**src/rtl/serial_rx_pkg.sv**
```systemverilog
// Shared definitions for the serial byte receiver.
//   rx_state_t : FSM encoding (IDLE=0, SHIFT=1, PARITY=2)
//   count_w()  : bit-counter width for a given frame width, $clog2(w+1)
package serial_rx_pkg;

  typedef enum logic [1:0] {
    IDLE   = 2'd0,
    SHIFT  = 2'd1,
    PARITY = 2'd2
  } rx_state_t;

  function automatic int count_w(input int w);
    return $clog2(w + 1);
  endfunction

endpackage

```
**src/rtl/rx_shift_core.sv**
```systemverilog
// Shift register with per-frame latched direction.
//   clk      : rising-edge clock
//   clr      : synchronous clear of shift reg and latched direction
//   shift_en : shift bit_in into the register this edge
//   first    : this shift is the first bit of a frame; dir is taken live and latched
//   bit_in   : serial data bit
//   dir      : 1 = LSB-first, 0 = MSB-first
//   word     : value the register holds after this edge (post-shift when shift_en=1)
module rx_shift_core
  import serial_rx_pkg::*;
#(
  parameter int WIDTH = 8
) (
  input  logic             clk,
  input  logic             clr,
  input  logic             shift_en,
  input  logic             first,
  input  logic             bit_in,
  input  logic             dir,
  output logic [WIDTH-1:0] word
);

  logic [WIDTH-1:0] sr;
  logic [WIDTH-1:0] sr_next;
  logic             dir_q;
  logic             eff_dir;

  // The first bit of a frame must use the live direction input since the
  // latched copy is only written on that same edge.
  always_comb begin
    eff_dir = first ? dir : dir_q;
    if (eff_dir) begin
      sr_next = {bit_in, sr[WIDTH-1:1]};
    end else begin
      sr_next = {sr[WIDTH-2:0], bit_in};
    end
    word = shift_en ? sr_next : sr;
  end

  always_ff @(posedge clk) begin
    if (clr) begin
      sr    <= '0;
      dir_q <= 1'b0;
    end else if (shift_en) begin
      sr <= sr_next;
      if (first) begin
        dir_q <= dir;
      end
    end
  end

endmodule

```
**src/rtl/serial_byte_rx.sv**
```systemverilog
// Serial-to-parallel receiver with a 1-deep valid/ready holding register.
// Optional feature macro: SBRX_PARITY_EN (adds an even-parity bit per frame
// and the parity_err output).
//   clk        : rising-edge clock
//   clr        : synchronous active-high reset, highest priority
//   bit_in     : serial data bit, sampled when bit_valid=1
//   bit_valid  : bit qualifier
//   lsb_first  : frame bit order, latched on the first bit of each frame
//   abort      : drop partial frame, return to IDLE (holding reg untouched)
//   out_data   : received word
//   out_valid  : holding register full
//   out_ready  : consumer accepts when out_valid & out_ready
//   busy       : frame in progress
//   overrun    : sticky, a completed word was dropped
//   parity_err : (SBRX_PARITY_EN only) parity of held word, qualified by out_valid
//   dbg_state  : current FSM state
//
// Handshake: a word transfers on any edge where out_valid & out_ready are both
// 1. out_data is held stable while out_valid=1 and out_ready=0; a word that
// completes in that condition is discarded and overrun is set.
module serial_byte_rx
  import serial_rx_pkg::*;
#(
  parameter int WIDTH = 8
) (
  input  logic             clk,
  input  logic             clr,
  input  logic             bit_in,
  input  logic             bit_valid,
  input  logic             lsb_first,
  input  logic             abort,
  output logic [WIDTH-1:0] out_data,
  output logic             out_valid,
  input  logic             out_ready,
  output logic             busy,
  output logic             overrun,
`ifdef SBRX_PARITY_EN
  output logic             parity_err,
`endif
  output rx_state_t        dbg_state
);

  localparam int CW = count_w(WIDTH);
  localparam logic [CW-1:0] LAST = CW'(WIDTH - 1);
`ifdef SBRX_PARITY_EN
  localparam logic [CW-1:0] FULL = CW'(WIDTH);
`endif

  rx_state_t        state, state_d;
  logic [CW-1:0]    cnt, cnt_d;
  logic             shift_en;
  logic             first;
  logic             complete;
  logic [WIDTH-1:0] word;

  rx_shift_core #(.WIDTH(WIDTH)) u_core (
    .clk      (clk),
    .clr      (clr | abort),
    .shift_en (shift_en),
    .first    (first),
    .bit_in   (bit_in),
    .dir      (lsb_first),
    .word     (word)
  );

  always_ff @(posedge clk) begin
    if (clr) begin
      state <= IDLE;
      cnt   <= '0;
    end else begin
      state <= state_d;
      cnt   <= cnt_d;
    end
  end

  always_comb begin
    state_d  = state;
    cnt_d    = cnt;
    shift_en = 1'b0;
    first    = 1'b0;
    complete = 1'b0;
    if (abort) begin
      state_d = IDLE;
      cnt_d   = '0;
    end else begin
      case (state)
        IDLE: begin
          if (bit_valid) begin
            shift_en = 1'b1;
            first    = 1'b1;
            cnt_d    = CW'(1);
            state_d  = SHIFT;
          end
        end
        SHIFT: begin
          if (bit_valid) begin
            shift_en = 1'b1;
            if (cnt == LAST) begin
`ifdef SBRX_PARITY_EN
              state_d = PARITY;
              cnt_d   = FULL;
`else
              complete = 1'b1;
              state_d  = IDLE;
              cnt_d    = '0;
`endif
            end else begin
              cnt_d = cnt + CW'(1);
            end
          end
        end
`ifdef SBRX_PARITY_EN
        PARITY: begin
          // The data word sits unshifted in the core; this bit only ends the frame.
          if (bit_valid) begin
            complete = 1'b1;
            state_d  = IDLE;
            cnt_d    = '0;
          end
        end
`endif
        default: begin
          state_d = IDLE;
          cnt_d   = '0;
        end
      endcase
    end
  end

  always_ff @(posedge clk) begin
    if (clr) begin
      out_data   <= '0;
      out_valid  <= 1'b0;
      overrun    <= 1'b0;
`ifdef SBRX_PARITY_EN
      parity_err <= 1'b0;
`endif
    end else if (complete) begin
      if (out_valid && !out_ready) begin
        overrun <= 1'b1;
      end else begin
        out_data   <= word;
        out_valid  <= 1'b1;
`ifdef SBRX_PARITY_EN
        parity_err <= ^{word, bit_in};
`endif
      end
    end else if (out_valid && out_ready) begin
      out_valid <= 1'b0;
    end
  end

  assign busy      = (state != IDLE);
  assign dbg_state = state;

endmodule
```
**config.mk**
```make
export PLATFORM = sky130hd
export DESIGN_NAME = serial_byte_rx
export DESIGN_NICKNAME = d
export VERILOG_FILES = /design/src/rtl/serial_rx_pkg.sv /design/src/rtl/rx_shift_core.sv /design/src/rtl/serial_byte_rx.sv
export SDC_FILE = /design/constraint.sdc
export NUM_CORES = 1
export LEC_CHECK = 0
export BUFFER_PORTS_ARGS = -buffer_cell sky130_fd_sc_hd__buf_2
export CORE_AREA = 2 2 51 65
export CTS_BUF_LIST = sky130_fd_sc_hd__clkbuf_2
export CTS_CLUSTER_DIAMETER = 30
export DETAILED_ROUTE_END_ITERATION = 12
export DIE_AREA = 0 0 53 67
export GPL_ROUTABILITY_DRIVEN = 0
export GPL_TIMING_DRIVEN = 1
export PLACE_DENSITY = 0.75
export SETUP_SLACK_MARGIN = 0.1
export SLEW_MARGIN = 15
export SYNTH_ARGS = -nofsm -noshare
export SYNTH_HDL_FRONTEND = slang
export SYNTH_SLANG_ARGS = --single-unit
```
**constraint.sdc**
```tcl
create_clock -name clk -period 1.3 [get_ports clk]
set_input_delay 0.13 -clock clk [delete_from_list [all_inputs] [get_ports clk]]
set_output_delay 0.13 -clock clk [all_outputs]
set_load 0.01 [all_outputs]
```
==> flow_metrics.py, run 1 <==
metrics = {
    "sta": {
        "fin_crit_sh_pct": 107,
        "timing.fmax_mhz": 721,
        "setup_violations": 9,
        "fin_setup_tns_ns": -0.665,
        "finClkSkew_ns": 0.00464,
        "drv_slew": 0,
        "hold_violations": 0,
        "fin_hold_ws_ns": 0.102,
        "rsz0062_at_grt": "yes",
        "finalCriticalPeriod_ns": 1.39,
        "fin_ws_ns": -0.0864,
    },
    "clocking": {
        "htreeDepth": 1,
        "hold_buffers": 0,
        "root_buffer": "clkbuf_2",
        "insertion_delay_ns": 0.33,
        "cts_tree": "done",
        "path_clk_slew_ns": 0.22,
        "clock_sinks": 24,
        "cts_buffer_depth": 2,
        "cts_buffers": 3,
    },
    "routing": {
        "drtIter0Drc": 28,
        "drtAntennaViolNets": 0,
        "num_vias": 1063,
        "drc": 0,
        "wl_um": 2910,
        "firstDrtPassIters": 4,
        "wl_per_cell_um": 15.1,
        "routed_via_density": 5.54,
    },
    "final_layout": {
        "layout-drive-gt1-share_pct": 46.2,
        "n_antenna_cell": 0,
        "area_growth_pct": 27.2,
        "nets": 165,
        "final_cell_area_um2": 1640,
    },
    "synth": {
        "yosysUniqueCellTypes": 30,
        "syn_nets": 139,
        "ys_warn_count": 0,
        "ys_ff_latch": 24,
        "avgSynthCellArea_um2": 9.83,
        "synth_cells": 131,
        "yosysSeqAreaShare_pct": 37.3,
        "syn-cell-area_um2": 1290,
    },
    "place": {
        "hpwl_um": 2070,
        "io_buffers": 18,
        "dpl_cell_area_um2": 1480,
    },
    "critical_path": {
        "cp_data_arrival_time_ns": 1.66,
        "cp.required_ns": 1.58,
        "critPathSlowestCell": "dfxtp_4",
        "crit_family": "simple AND/OR/NAND/NOR gates",
        "slowest_delay_ns": 0.40,
        "start_kind": "flip-flop",
        "path_buf_inv": 2,
        "crit_path_end_kind": "flip-flop",
        "path_cells": "buf_4 > and4b_2 > and3_4 > buf_12 > a211oi_2",
        "crit_type": "reg -> reg",
        "crit_fanout": 8,
        "reg2reg_slack_ns": -0.09,
    },
    "power_and_ir_drop": {
        "switchingPower_w": 0.000333,
        "power_density_nw_per_um2": 876,
        "swShare_pct": 23.2,
        "combPwrFrac_pct": 13.0,
        "vdd_drop_max_mv": 0.900,
        "p_int_w": 0.00110,
        "power.total_w": 0.00144,
        "p_leak_nw": 0.631,
        "p_clk_share_pct": 34.0,
        "seq_power_share_pct": 53.0,
    },
    "floorplan": {
        "row_count": 22,
        "core_area_um2": 2890,
        "start_util_pct": 44.5,
        "die_w_um": 53,
        "dieArea_um2": 3550,
        "die_h_um": 67,
        "num_io_pins": 20,
    },
    "global_routing": {
        "track_usage_pct": 17.7,
        "grt_pass1_wl_um": 4770,
        "antenna_found_initial": 0,
        "grt_max_degree": 17,
        "grt_pass1_vias": 1043,
        "grt.overflow.total": 0,
    },
    "min_path": {
        "hold_path.class": "in -> reg",
    },
    "run": {
        "drv_cap": 0,
    },
    "run_status": {
        "violations": "negative setup slack",
        "status": "complete, but fails checks",
    },
}
-- repair_timing --
action | in CTS | in global routing
cloned | 0 | 1
resized for setup | 17 | 10
pin swaps | 13 | 8
setup buffers | 1 | 1
setup endpoints to repair | 18 | 22
-- stage by stage --
step,instances,setup WS (ns),util (%)
2_1_floorplan,131,-0.157,-
3_3_place_gp,185,-0.0201,51.1
3_5_place_dp,185,-0.0938,51.1
4_1_cts,190,-0.0916,55.0
5_1_grt,192,-0.140,56.7
6_report,192,-0.0864,56.7
-- cells in the mapped netlist, drive strengths merged --
cell    number  area (µm²)
a41oi        1        8.76
and3         2        12.5
conb         1        3.75
dfxtp       24         480
a31oi        8        50.1
inv          3        11.3
mux2i       16         160
nand4b       1        8.76
a21oi       12        60.1
o21ai       12        60.1
nor4         1        6.26
a21boi       2        15.0
nand4        1        6.26
xor2         1        8.76
a211oi       8         100
and4b        1        10.0
nor3         1        5.00
buf         13        95.1
nor2         5        18.8
nand2b       1        6.26
mux2         8        90.1
nor2b        2        12.5
ha           1        12.5
nor3b        1        18.8
clkbuf       1        3.75
nand3b       2        15.0
nand2        2        7.51
-- routing by layer --
layer / vias up / part of all wire, % / track usage, %
met3: 4 / 3.7 / 2.24
met4: 0 / 1.1 / 5.45
met2: 25 / 51 / 31.3
li1: 529 / - / -
met5: - / 0 / 0
met1: 505 / 44 / 22.0
-- logic make-up after synthesis --
family	Yosys count	share of synthesized area, %
xor+xnor	1	0.680
mux	24	19.4
compound gates	43	22.8
buf+inv	17	8.55
flops	24	37.3
other cells	1	0.291
simple gates	20	9.91
fa+ha+maj	1	0.972
-- path summary, 6_finish.rpt --
kind	to	cells after the start	from
setup / recovery	out_data[0]	5	dbg_state[0]
setup reg to reg	out_data[0]	5	dbg_state[0]
hold / removal	cnt[1]	3	abort
hold reg to reg	overrun	2	overrun
-- flip-flops by register name (all words and copies together) (netlist names) --
register      cells
overrun           1
cnt               4
dbg_state         1
out_valid         1
u_core.dir_q      1
out_data          8
u_core.sr         8
-- final cells by class --
class / count / area [µm²]
fillers: 253 / 1250
multi-input cells: 90 / 787
flip-flops and latches: 24 / 487
repair buffers: 35 / 263
well taps: 36 / 45.0
clock inverters: 1 / 30.0
clock buffers: 3 / 15.0
inverters: 3 / 11.3
-- power by group through the flow --
stage	clock (W)	sequential (W)	combinational (W)
after floorplan	0	0.000773	0.000115
after global placement	0	0.000775	0.000153
after detailed placement	0	0.000776	0.000159
after CTS	0.000495	0.000760	0.000179
after global routing	0.000515	0.000763	0.000203
final	0.000488	0.000761	0.000186
-- worst register-to-register path, delay by kind of cell (launching register included) --
kind / cells / cell delay [ns]
AO/OA/AOI/OAI: 1 / 0.20
buffers and inverters: 2 / 0.28
flip-flops: 1 / 0.40
AND/OR/NAND/NOR: 2 / 0.46
-- cells in the final DEF, fill, tap and decap left out, drive strengths merged, types with 2 or more instances in the layout --
cell,instances
a211oi,8
a21boi,2
a21oi,12
a31oi,8
and3,2
buf,35
clkbuf,3
dfxtp,24
inv,3
mux2,8
mux2i,16
nand2,2
nand3b,2
nor2,5
nor2b,2
o21ai,12
No activity file was read; power rests on OpenSTA's default activity.
==> run 2, diff against run 1 <==
- PLACE_DENSITY: 0.75 -> 0.72
- RECOVER_POWER: not set -> 25
- clock period: 1.3 -> 1.7 ns (I/O delays scaled with it)
==> flow_metrics.py, run 2 (synthesis results as in run 1) <==
metrics = {
    "place": {
        "hpwl_um": 1820,
        "dpl_cell_area_um2": 1350,
        "io_buffers": 18,
    },
    "critical_path": {
        "critPathSlowestCell": "dfxtp_1",
        "cp.required_ns": 1.98,
        "crit_path_end_kind": "flip-flop",
        "crit_type": "reg -> reg",
        "cp_data_arrival_time_ns": 1.77,
        "crit_family": "flip-flops",
        "slowest_delay_ns": 0.47,
        "path_cells": "nor3b_4 > buf_12 > mux2_2 > a211oi_2",
        "crit_fanout": 12,
        "path_buf_inv": 1,
        "r2r_cells": 4,
        "crit_cells": 4,
        "reg2reg_slack_ns": 0.20,
        "start_kind": "flip-flop",
    },
    "clocking": {
        "cts_buffer_depth": 2,
        "path_clk_slew_ns": 0.21,
        "clock_sinks": 24,
        "root_buffer": "clkbuf_2",
        "htreeDepth": 1,
        "insertion_delay_ns": 0.33,
        "hold_buffers": 0,
        "cts_tree": "done",
        "cts_buffers": 3,
    },
    "floorplan": {
        "row_count": 22,
        "core_area_um2": 2890,
        "dieArea_um2": 3550,
        "die_h_um": 67,
        "start_util_pct": 44.5,
        "die_w_um": 53,
        "num_io_pins": 20,
    },
    "global_routing": {
        "grt_pass1_vias": 986,
        "use_met2_pct": 27.7,
        "grt.met1_usage_pct": 18.5,
        "grt_pass1_wl_um": 4240,
        "grt.overflow.total": 0,
        "track_usage_pct": 15.5,
        "busiest_layer": "met2",
        "use_met3_pct": 2.24,
        "grt_max_degree": 27,
        "antenna_found_initial": 0,
    },
    "sta": {
        "finalCriticalPeriod_ns": 1.50,
        "worst_slew_margin_rel_pct": 58.3,
        "rsz0062_at_grt": "no",
        "finClkSkew_ns": 0.00650,
        "fin_setup_tns_ns": 0,
        "timing.fmax_mhz": 668,
        "worstMarginPinSlew_ns": 0.623,
        "fin_crit_sh_pct": 88.1,
        "drv_slew": 0,
        "hold_violations": 0,
        "setup_violations": 0,
    },
    "power_and_ir_drop": {
        "swShare_pct": 25.7,
        "seq_power_share_pct": 65.2,
        "switchingPower_w": 0.000231,
        "power.total_w": 0.000900,
        "vdd_drop_max_mv": 0.489,
        "p_int_w": 0.000669,
        "combPwrFrac_pct": 11.1,
        "p_leak_nw": 0.472,
        "power_density_nw_per_um2": 654,
        "p_clk_share_pct": 23.6,
    },
    "final_layout": {
        "nets": 152,
        "layout_commonest_cell": "dfxtp_1",
        "largestRegisters": "out_data (8), u_core.sr (8), cnt (4)",
        "final_cell_mix": "dfxtp_1, mux2i_1, a21oi_1, o21ai_0",
        "layout-drive-gt1-share_pct": 23.8,
        "area_growth_pct": 6.80,
        "n_antenna_cell": 0,
        "nFillCells": 286,
        "final_cell_area_um2": 1380,
    },
    "routing": {
        "wl_um": 2470,
        "drc": 0,
        "firstDrtPassIters": 4,
        "routed_via_density": 5.74,
        "drtAntennaViolNets": 0,
        "wl_per_cell_um": 13.8,
        "num_vias": 1027,
        "drtIter0Drc": 59,
    },
    "min_path": {
        "min_path_cells": 2,
        "hold_path.class": "in -> reg",
    },
    "run_status": {
        "status": "finished, final reports clean",
    },
    "run": {
        "drv_cap": 0,
    },
}
## run 2: cell types whose count changed in the layout (fill, tap and decap cells not counted), sizes merged
| cell | delta |
|---|---|
| buf | -22 |
| bufinv | -1 |
| clkbuf | +9 |
| clkinv | +1 |
## run 2: layer usage
metal	up-vias	wire length, µm	share of wire, %
met5	-	0	0
met4	0	19	0.77
met3	4	114	4.6
met2	29	1270	51
met1	491	1070	43
li1	503	-	-
## run 2: final cells by class
class / count / area [µm²] / area share [%]
sequential: 24 / 480 / 34.9
clock inverter: 1 / 3.75 / 0.273
timing repair buffer: 22 / 121 / 8.83
multi-input combinational: 90 / 698 / 50.8
tap: 36 / 45.0 / 3.28
clock buffer: 3 / 15.0 / 1.09
inverter: 3 / 11.3 / 0.819
## run 2: worst paths after layout
| path | to | start |
|---|---|---|
| max | out_data[7] | dbg_state[0] |
| max reg2reg | out_data[7] | dbg_state[0] |
| min reg2reg | overrun | overrun |
| min | cnt[1] | abort |
## run 2: through the flow
step / util (%) / setup slack, ns / hold WS (ns) / instances
after global routing: 47.6 / 0.111 / 0.0643 / 179
after floorplan: - / 0.220 / 0.235 / 131
after CTS: 47.2 / 0.105 / 0.0690 / 178
after global placement: 46.6 / 0.178 / 0.451 / 174
after detailed placement: 46.6 / 0.132 / 0.450 / 174
final: 47.6 / 0.202 / 0.0812 / 179
## run 2: timing repair
item                                    4_1_cts  5_1_grt
pin swaps                                     1        1
endpoints found under the setup margin        3       16
buffers inserted                              0        1
cloned                                        0        0
resized for setup                             0        1
## run 2: power by group through the flow
stage	registers [W]	logic [W]	clock network, W
final	0.000587	0.000100	0.000213
after global routing	0.000589	0.000110	0.000236
after CTS	0.000587	0.0000950	0.000218
after detailed placement	0.000598	0.0000949	0
after global placement	0.000597	0.0000923	0
after floorplan	0.000591	0.0000864	0
